==> config.mk <==
export PLATFORM = sky130hd
export DESIGN_NAME = fdivsqrt_resid_resolve
export DESIGN_NICKNAME = d
export VERILOG_FILES = /design/src/rtl/fdivsqrt_resid_resolve.sv
export SDC_FILE = /design/constraint.sdc
export NUM_CORES = 1
export LEC_CHECK = 0
export ABC_AREA = 1
export BUFFER_PORTS_ARGS = -buffer_cell sky130_fd_sc_hd__buf_2
export CAP_MARGIN = 25
export CORE_MARGIN = 5
export CORE_UTILIZATION = 30
export DETAILED_ROUTE_END_ITERATION = 16
export REMOVE_ABC_BUFFERS = 1
export SYNTH_ARGS = -nofsm -noshare
export SYNTH_HDL_FRONTEND = slang
export SYNTH_SLANG_ARGS = --single-unit
export TNS_END_PERCENT = 1
==> constraint.sdc <==
create_clock -name clk -period 4 [get_ports clk]
set_input_delay 0.2 -clock clk [delete_from_list [all_inputs] [get_ports clk]]
set_output_delay 0.2 -clock clk [all_outputs]
set_load 0.02 [all_outputs]
==> src/rtl/fdivsqrt_resid_resolve.sv <==
// fdivsqrt_resid_resolve
// Takes the final redundant residual (WS, WC) and the on-the-fly quotient pair (U, UM) from the
// divsqrt iteration loop. The residual sign and zero flag are resolved with a carry-propagate add
// that covers CW bits per cycle, LSB slice first. The block then returns the corrected quotient:
// UM if the residual is negative, U otherwise. It also returns Neg and Sticky (residual nonzero).
module fdivsqrt_resid_resolve #(
  parameter int RW = 32,
  parameter int QW = 29,
  parameter int CW = 8
) (
  input  logic          clk,
  input  logic          reset,
  input  logic          Flush,
  input  logic          InValid,
  output logic          InReady,
  input  logic [RW-1:0] WS,
  input  logic [RW-1:0] WC,
  input  logic [QW-1:0] U,
  input  logic [QW-1:0] UM,
  output logic          OutValid,
  input  logic          OutReady,
  output logic [QW-1:0] Quot,
  output logic          Neg,
  output logic          Sticky
);

  localparam int NS = RW / CW;
  localparam int IW = (NS > 1) ? $clog2(NS) : 1;
  localparam logic [IW-1:0] LAST_IDX = IW'(NS - 1);

  typedef enum logic [1:0] {IDLE, ADD, DONE} state_t;

  state_t        state_reg, state_next;
  logic [RW-1:0] ws_reg, wc_reg;
  logic [QW-1:0] u_reg, um_reg;
  logic          carry_reg;
  logic          nz_reg;
  logic [IW-1:0] idx_reg;
  logic [QW-1:0] quot_reg;
  logic          neg_reg;
  logic          sticky_reg;

  logic          accept;
  logic          add_step;
  logic          last_step;

  // Break the latched residual vectors into CW-bit slices so one slice can be selected per cycle.
  logic [CW-1:0] ws_slice [NS];
  logic [CW-1:0] wc_slice [NS];

  generate
    for (genvar gi = 0; gi < NS; gi++) begin : g_slice
      assign ws_slice[gi] = ws_reg[gi*CW +: CW];
      assign wc_slice[gi] = wc_reg[gi*CW +: CW];
    end
  endgenerate

  logic [CW:0] slice_sum;
  assign slice_sum = {1'b0, ws_slice[idx_reg]} + {1'b0, wc_slice[idx_reg]} + {{CW{1'b0}}, carry_reg};

  // The FSM state register. Reset returns the block to IDLE.
  always_ff @(posedge clk) begin
    if (reset) state_reg <= IDLE;
    else       state_reg <= state_next;
  end

  // Next-state logic and handshake outputs. Flush overrides every state and blocks any accept.
  always_comb begin
    state_next = state_reg;
    InReady    = 1'b0;
    OutValid   = 1'b0;
    accept     = 1'b0;
    add_step   = 1'b0;
    last_step  = 1'b0;
    case (state_reg)
      IDLE: begin
        InReady = 1'b1;
        if (InValid) begin
          accept     = 1'b1;
          state_next = ADD;
        end
      end
      ADD: begin
        add_step = 1'b1;
        if (idx_reg == LAST_IDX) begin
          last_step  = 1'b1;
          state_next = DONE;
        end
      end
      DONE: begin
        OutValid = 1'b1;
        if (OutReady) state_next = IDLE;
      end
      default: state_next = IDLE;
    endcase
    if (Flush) begin
      state_next = IDLE;
      accept     = 1'b0;
      add_step   = 1'b0;
      last_step  = 1'b0;
    end
  end

  // Operand latching, the sliced add, and the result registers.
  // The result outputs change only when the final slice finishes.
  always_ff @(posedge clk) begin
    if (reset) begin
      ws_reg     <= '0;
      wc_reg     <= '0;
      u_reg      <= '0;
      um_reg     <= '0;
      carry_reg  <= 1'b0;
      nz_reg     <= 1'b0;
      idx_reg    <= '0;
      quot_reg   <= '0;
      neg_reg    <= 1'b0;
      sticky_reg <= 1'b0;
    end else if (Flush) begin
      carry_reg <= 1'b0;
      nz_reg    <= 1'b0;
      idx_reg   <= '0;
    end else if (accept) begin
      ws_reg    <= WS;
      wc_reg    <= WC;
      u_reg     <= U;
      um_reg    <= UM;
      carry_reg <= 1'b0;
      nz_reg    <= 1'b0;
      idx_reg   <= '0;
    end else if (add_step) begin
      carry_reg <= slice_sum[CW];
      nz_reg    <= nz_reg | (|slice_sum[CW-1:0]);
      idx_reg   <= idx_reg + IW'(1);
      if (last_step) begin
        // The carry out of the top slice is dropped, so the residual is taken mod 2^RW.
        idx_reg    <= '0;
        neg_reg    <= slice_sum[CW-1];
        sticky_reg <= nz_reg | (|slice_sum[CW-1:0]);
        quot_reg   <= slice_sum[CW-1] ? um_reg : u_reg;
      end
    end
  end

  assign Quot   = quot_reg;
  assign Neg    = neg_reg;
  assign Sticky = sticky_reg;

endmodule

==> flow_summary_export.csv, run 1 <==
group,metric,value,unit
synth,synth_common_cells,"303 x nand2_1, 159 x dfxtp_1, 128 x a21oi_1",
floorplanning,rows,56,
setup_path,crit_buf_inv,2,
placement,pre_cts_ws,0.646,ns
global_route,antenna_found_initial,1,
setup_path,end_kind,"flop",
drt,drt-initial-drc-count,326,
layout,design_area,8650,um^2
synth,ys_top_cells_by_area,"dfxtp_1 45%, nand2_1 16%, a21oi_1 9.1%",
setup_path,path_depth,13,
power_and_ir_drop,p_comb_frac,0.096,
sta,setup_viol,0,
cts,numCtsBuffers,17,
cts,clk_latency,0.42,ns
global_route,grt_max_degree,90,
setup_path,r2r_start,"idx_reg[1]",
power_and_ir_drop,leakage,3.72,nW
power_and_ir_drop,total_power,3.60,mW
drt,routed-wl-met3,891,um
setup_path,cp-endpoint,"Quot[14]",
cts,cts_tree,"built",
cts,htreeDepth,4,
sta,fin_crit,3.37,ns
floorplanning,io_pins,160,
hold_path,hold_path_class,"in2reg",
sta,fmax,297,MHz
job,drv_cap,0,
drt,via_count,6501,
synth,synth_edf_count,0,
layout,nNetsFinal,1264,
cts,cts-root-buf,"clkbuf_16",
power_and_ir_drop,power_switching,946,uW
setup_path,r2r_end,"Quot[14]",
floorplanning,die-area,26800,um^2
setup_path,crit_fanout,31,
sta,worst_pin_slew,0.814,ns
synth,avgSynthCellArea,7.10,um^2
drt,wl_met1,9.24,mm
synth,synthesis.area,7070,um^2
sta,rsz0062_at_grt,"no",
layout,area_growth,22.3,%
floorplanning,die_h,164,um
synth,synthDistinctLibCells,29,
power_and_ir_drop,clock_power_share,0.438,
global_route,grt.overflow.total,0,
setup_path,cp_slowest_stage_delay,0.66,ns
cts,clockBufferDepth,2,
floorplanning,die_width,164,um
sta,finalHoldViolations,0,
drt,wl,19.0,mm
drt,wl_met2,8.66,mm
setup_path,startpoint,"idx_reg[1]",
floorplanning,core_area,23300,um^2
setup_path,r2r_cells,13,
synth,ys_seq_elements,159,
layout,multiInputGateArea,3290,um^2
floorplanning,start_util,0.303,
synth,synthDominantAreaCellType,"dfxtp_1",
layout,nFillCells,2504,
sta,tns,0,ns
setup_path,critical_path_class,"reg2reg",
cts,path_clk_slew,0.07,ns
synth,syn_inst,997,
sta,fin_skew,0.00821,ns
placement,dp_hpwl,12.7,mm
sta,period_share,0.842,
synth,yosysWarnings,0,
sta,final_max_slew_viol_count,0,
setup_path,crit_chain,"inv_1 -> o21ai_0 -> o22ai_1 -> fa_1 -> nand3_1 -> nand3_2 -> nand2_2 -> nand3_4 -> nand2_8 -> nand2_2 -> nand3_1 -> nand2_1 -> inv_1",
drt,viasPerCell,4.46,
power_and_ir_drop,internal_power,2.66,mW
power_and_ir_drop,peakVddDrop,0.234,mV
synth,ys_seq_area_frac,0.450,
drt,postRouteAntennaNets,0,
sta,max_slew_margin,0.456,
layout,num_antenna_cells,0,
setup_path,r2r_setup_slack,0.63,ns
drt,highest_layer,"met5",
sta,setup_ws,0.632,ns
synth,synth.most_common_cell,"nand2_1",
global_route,grt_pass1_vias,6258,
setup_path,start_kind,"flop",
setup_path,crit_required,4.38,ns
global_route,grt.total_usage,0.143,
setup_path,path_delay_family,"simple AND/OR/NAND/NOR gates",
global_route,grt_pass1_wl,30.9,mm
power_and_ir_drop,swShare,0.262,
synth,async_reset_ff_frac,0,
cts,numClockSinks,159,
placement,gp_congestion,0.772,
placement,port_buffers,159,
power_and_ir_drop,seq_power_share,0.465,
synth,synthDominantCellAreaShare,0.450,
placement,dpl_cell_area,7980,um^2
drt,drc,0,
layout,drive_gt1_frac,0.217,
synth,ys.flop_type,"dfxtp_1",
drt,firstDrtPassIters,5,
power_and_ir_drop,power-per-cell-area,416,nW/um^2
setup_path,cp.arrival,3.74,ns
run_status,status,"completed",
layout,regArea,3180,um^2
drt,wl_per_cell,13.0,um
setup_path,critical_path.slowest_cell,"dfxtp_1",
-- power by group through the flow --
stage	clock, mW	sequential [mW]	combinational, mW
2_1_floorplan	0	1.70	0.192
3_3_place_gp	0	1.71	0.343
3_5_place_dp	0	1.71	0.345
4_1_cts	1.63	1.68	0.354
5_1_grt	1.70	1.68	0.398
6_report	1.58	1.68	0.347
-- routing by layer --
metal,vias up,GRT usage
li1,3445,-
met2,105,0.230
met3,14,0.0356
met4,2,0.0419
met5,-,0
met1,2935,0.191
-- cell type report --
class	instances	area share
Clock inverter	14	0.0155
Tap cell	319	0.0461
Inverter	59	0.0259
Timing Repair Buffer	177	0.114
Multi-Input combinational cell	713	0.380
Sequential cell	159	0.368
Clock buffer	18	0.0508
-- cells by family (layout without fill, tap and decap cells) --
family          after synthesis  after routing  share of synthesized area
simple gates                520            520                      0.310
compound gates              183            183                      0.134
flops                       159            159                      0.450
buf+inv                     125            268                     0.0861
fa+ha+maj                    10             10                     0.0198
-- worst register-to-register path, cell delays in order, from the launching register on --
cell,delay [ns]
dfxtp_1,0.66
inv_1,0.41
o21ai_0,0.18
o22ai_1,0.11
fa_1,0.45
nand3_1,0.15
nand3_2,0.09
nand2_2,0.11
nand3_4,0.41
nand2_8,0.50
nand2_2,0.08
nand3_1,0.08
nand2_1,0.05
inv_1,0.04
-- how the worst min path moves through the flow --
stage	slack [ns]	endpoint	start	cells past startpoint
after floorplan	0.27	state_reg[0]	reset	1
after global placement	0.45	wc_reg[17]	wc_reg[17]	2
after detailed placement	0.45	wc_reg[7]	WC[7]	3
after CTS	0.0002	um_reg[25]	UM[25]	3
after global routing	0.005	um_reg[25]	UM[25]	3
final	0.02	um_reg[26]	UM[26]	3
-- through the flow --
step                hold WS, ns  utilization  cells
finish                   0.0191        0.371   1459
global route            0.00481        0.371   1459
CTS                    0.000178        0.371   1459
detailed placement        0.453        0.342   1417
global placement          0.452        0.342   1417
floorplan                 0.269            -    931
-- cell usage in the layout, fill, tap and decap left out, types with 4 or more instances in the layout --
master / count
o22ai_1: 16
inv_6: 4
o21ai_0: 33
nor2_1: 107
buf_2: 158
inv_1: 55
dlygate4sd3_1: 10
buf_4: 7
nand2_1: 303
dfxtp_1: 159
nand3_1: 65
a21oi_1: 128
o21ai_1: 4
clkbuf_16: 17
clkinvlp_4: 5
ha_1: 8
nand2_2: 34
-- timing repair --
item | 4_1_cts | 5_1_grt
setup endpoints to repair | 0 | 0
setup buffers | 0 | 0
hold endpoints to repair | 10 | 0
resized for setup | 0 | 0
hold buffers | 10 | 0
Power figures use the tool's default switching activity.
==> run 2: changes to the inputs <==
- clock period: 4 -> 3.4 ns (I/O delays scaled with it)
==> flow_summary_export.csv, run 2 (synthesis gave the netlist of run 1 again) <==
group,metric,value,unit
setup_path,cp.arrival,3.20,ns
sta,fmax,347,MHz
floorplanning,die_h,164,um
layout,num_antenna_cells,0,
run_status,status,"completed",
power_and_ir_drop,total_power,4.32,mW
floorplanning,io_pins,160,
drt,firstDrtPassIters,7,
floorplanning,die-area,26800,um^2
cts,numCtsBuffers,17,
sta,period_share,0.847,
sta,fin_crit,2.88,ns
global_route,grtUsageMet2,0.247,
cts,cts-root-buf,"clkbuf_16",
placement,pre_cts_ws,0.366,ns
floorplanning,die_width,164,um
setup_path,crit_fanout,31,
setup_path,critical_path.slowest_cell,"ha_1",
cts,htreeDepth,4,
global_route,grt_pass1_wl,33.2,mm
setup_path,crit_required,3.72,ns
global_route,grt.overflow.total,0,
layout,area_growth,35.4,%
setup_path,critical_path_class,"reg2reg",
cts,numClockSinks,159,
global_route,top_usage_layer,"met2",
cts,cts_setup_buffers,0,
floorplanning,core_area,23300,um^2
power_and_ir_drop,power-per-cell-area,451,nW/um^2
sta,worst_pin_slew,0.717,ns
setup_path,crit_chain,"inv_1 -> buf_4 -> o21ai_0 -> o22ai_1 -> ha_1 -> nand2_2 -> inv_2 -> a21oi_4 -> nand2_2 -> nand2_8 -> nand2_8 -> nand2_2 -> nand3_1 -> nand2_1 -> inv_1",
cts,clk_latency,0.43,ns
placement,dp.cells,1419,
layout,fin_cells,1550,
power_and_ir_drop,peakVddDrop,0.205,mV
drt,via_count,6906,
setup_path,crit_buf_inv,4,
layout,final_cell_mix,"303 x nand2_1, 159 x dfxtp_1, 158 x buf_2",
drt,postRouteAntennaNets,0,
sta,setup_viol,0,
layout,drive_gt1_frac,0.202,
drt,drt-initial-drc-count,445,
drt,drc,0,
floorplanning,rows,56,
drt,wl_per_cell,12.9,um
layout,nFillCells,2450,
layout,final_common_cell,"nand2_1",
hold_path,hold_path_class,"in2reg",
job,drv_cap,0,
sta,final_max_slew_viol_count,0,
global_route,grt_pass1_vias,6785,
setup_path,cp_common_cell,"nand2_2",
sta,fin_skew,0.0127,ns
cts,clockBufferDepth,2,
global_route,grt_max_degree,97,
sta,finalHoldViolations,0,
sta,max_slew_margin,0.522,
cts,path_clk_slew,0.07,ns
sta,setup_ws,0.519,ns
global_route,grt.total_usage,0.153,
floorplanning,start_util,0.303,
sta,rsz0062_at_grt,"no",
power_and_ir_drop,leakage,4.11,nW
global_route,antenna_found_initial,0,
setup_path,cp_slowest_stage_delay,0.33,ns
placement,dp_hpwl,12.8,mm
global_route,met1_usage,0.204,
setup_path,path_delay_family,"simple AND/OR/NAND/NOR gates",
drt,wl,20.0,mm
cts,cts_tree,"built",
layout,nNetsFinal,1355,
placement,port_buffers,159,
drt,viasPerCell,4.46,
setup_path,start_kind,"flop",
setup_path,end_kind,"flop",
placement,gp_congestion,0.774,
global_route,globalRouteMet3Util,0.0280,
[run 2: cell count changes in the layout (fill, tap and decap cells not counted), sizes merged]
cell	previous run	this run
dlygate4sd3	10	99
inv	63	64
clkinvlp	5	4
buf	167	169
[run 2: layout make-up]
cell class | instances | area (um^2) | share of cell area
inverter | 59 | 224 | 0.0234
sequential | 159 | 3180 | 0.332
clock buffer | 18 | 439 | 0.0459
clock inverter | 14 | 131 | 0.0137
timing repair buffer | 268 | 1900 | 0.199
tap | 319 | 399 | 0.0417
multi-input combinational | 713 | 3300 | 0.344
[run 2: report_power, final]
group | switching (mW) | internal (mW) | leakage, nW | total, mW
registers | 0.0376 | 1.93 | 1.29 | 1.97
clock network | 0.814 | 1.04 | 0.270 | 1.85
logic | 0.271 | 0.229 | 2.55 | 0.500
[run 2: final timing paths]
kind / slack, ns / start / to / depth (start not counted)
worst min register to register: 0.46 / wc_reg[11] / wc_reg[11] / 2
worst max-delay path: 0.52 / idx_reg[0] / Quot[12] / 15
worst max register to register: 0.52 / idx_reg[0] / Quot[12] / 15
worst min-delay path: 0.02 / U[10] / u_reg[10] / 3
[run 2: repair_timing]
action                                 CTS  global route
hold buffers                            98             1
endpoints found under the hold margin   98             1
resized for setup                        0             1
setup endpoints to repair                0             1
[run 2: through the flow]
stage	hold WS (ns)	utilization	cell area (um^2)	TNS, ns
final	0.0183	0.410	9580	0
after global routing	0.00485	0.410	9580	0
after CTS	0.000753	0.410	9560	0
after detailed placement	0.425	0.343	8010	0
after global placement	0.423	0.343	8010	0
after floorplan	0.239	-	6690	-41.99
[run 2: worst min-delay path, delay by kind of cell]
family / cells / cell delay, ns
buf+inv: 1 / 0.09
simple gates: 1 / 0.07
compound gates: 1 / 0.06
[run 2: per-layer routing]
metal | wire length, um | vias to the layer above
met5 | 0 | -
met4 | 376 | 0
met3 | 793 | 24
met2 | 9370 | 130
met1 | 9500 | 3125
li1 | - | 3627
==> run 3: changes to the inputs <==
- clock period: 3.4 -> 2.95 ns (I/O delays scaled with it)
==> flow_summary_export.csv, run 3 (synthesis gave the netlist of run 1 again) <==
group,metric,value,unit
run_status,status,"completed",
layout,drive_gt1_frac,0.199,
cts,cts_tree,"built",
global_route,antenna_found_initial,0,
cts,cts-root-buf,"clkbuf_16",
floorplanning,rows,56,
layout,final_cell_mix,"303 x nand2_1, 158 x dfxtp_1, 158 x buf_2",
layout,area_growth,40.3,%
sta,fin_skew,0.0120,ns
layout,num_antenna_cells,0,
placement,gp_congestion,0.775,
drt,drc,0,
setup_path,start_kind,"flop",
sta,rsz0062_at_grt,"no",
sta,fmax,372,MHz
drt,wl,20.7,mm
floorplanning,die-area,26800,um^2
sta,max_slew_margin,0.542,
floorplanning,core_area,23300,um^2
power_and_ir_drop,peakVddDrop,0.320,mV
hold_path,hold_path_class,"in2reg",
setup_path,critical_path_class,"reg2reg",
cts,clockBufferDepth,2,
floorplanning,start_util,0.303,
global_route,grt_pass1_vias,6686,
layout,nNetsFinal,1378,
drt,firstDrtPassIters,5,
drt,via_count,7022,
sta,setup_viol,0,
cts,numClockSinks,159,
layout,design_area,9920,um^2
cts,path_clk_slew,0.06,ns
setup_path,crit_fanout,28,
sta,final_max_slew_viol_count,0,
sta,finalHoldViolations,0,
layout,finish.utilization,0.425,
placement,port_buffers,159,
cts,numCtsBuffers,17,
placement,dp_hpwl,12.6,mm
placement,dpl_cell_area,8030,um^2
global_route,grt_pass1_wl,33.0,mm
drt,drt-initial-drc-count,552,
setup_path,crit_required,3.32,ns
setup_path,cp.arrival,3.06,ns
drt,viasPerCell,4.46,
floorplanning,io_pins,160,
floorplanning,die_width,164,um
setup_path,end_kind,"flop",
job,drv_cap,0,
global_route,grt.overflow.total,0,
sta,fin_crit,2.68,ns
drt,wl_per_cell,13.2,um
sta,worst_pin_slew,0.686,ns
cts,htreeDepth,4,
power_and_ir_drop,leakage,4.27,nW
floorplanning,die_h,164,um
cts,cts_setup_buffers,0,
layout,final_common_cell,"nand2_1",
sta,period_share,0.910,
global_route,grt.total_usage,0.153,
cts,clk_latency,0.42,ns
drt,postRouteAntennaNets,0,
global_route,grt_max_degree,124,
power_and_ir_drop,power-per-cell-area,536,nW/um^2
## run 3: cell count changes in the layout (fill, tap and decap cells not counted), moves of 3 or more
cell           change
buf_4              -3
bufinv_16          +4
dlygate4sd3_1     +22
inv_6              -4
## run 3: final timing paths
| path | from | endpoint | slack, ns | cells past startpoint |
|---|---|---|---|---|
| setup / recovery | idx_reg[0] | Quot[1] | 0.27 | 15 |
| hold / removal | WS[15] | ws_reg[15] | 0.02 | 3 |
| setup reg to reg | idx_reg[0] | Quot[1] | 0.27 | 15 |
| hold reg to reg | wc_reg[20] | wc_reg[20] | 0.46 | 2 |
## run 3: report_power, final
part	total (mW)	internal, mW	switching, mW
clock network	2.44	1.53	0.909
registers	2.27	2.23	0.0449
logic	0.609	0.285	0.324
total	5.32	4.05	1.28
## run 3: final cells by class
cell class	instances	area (um^2)
flip-flops and latches	159	3180
inverters	59	224
clock inverters	12	209
repair buffers	290	2150
fillers	2374	13400
multi-input cells	714	3310
clock buffers	20	447
well taps	319	399
## run 3: layer usage
layer  track usage  part of all wire  up-vias
met5             0                 0        -
met4        0.0534             0.020        0
met3        0.0288             0.038       24
met2         0.250              0.46      150
met1         0.204              0.48     3180
li1              -                 -     3668
## run 3: metrics by stage
stage               hold slack [ns]  power [mW]  setup TNS [ns]  instances  setup slack (ns)
finish                       0.0223        5.32               0       1573             0.265
global route                0.00562        5.56               0       1573           0.00485
CTS                         0.00324        5.38               0       1572             0.165
detailed placement            0.401        2.80               0       1419             0.191
global placement              0.399        2.79               0       1419             0.278
floorplan                     0.217        2.57         -106.95        931            -0.964
## run 3: repair_timing
action,in CTS,in global routing
endpoints found under the hold margin,121,0
resized for setup,0,3
hold buffers,121,0
endpoints found under the setup margin,0,32
## run 3: worst max-delay path, stage by stage, from the launching register on
cell and delay (ns):
dfxtp_2 0.35, inv_1 0.15, buf_4 0.31, o21ai_0 0.12, o22ai_1 0.20, ha_1 0.34
nand2_2 0.13, inv_2 0.05, a21oi_4 0.18, nand2_2 0.09, nand2_4 0.19, buf_12 0.22
nand3_1 0.09, nand3_1 0.09, nand2_1 0.05, inv_1 0.05
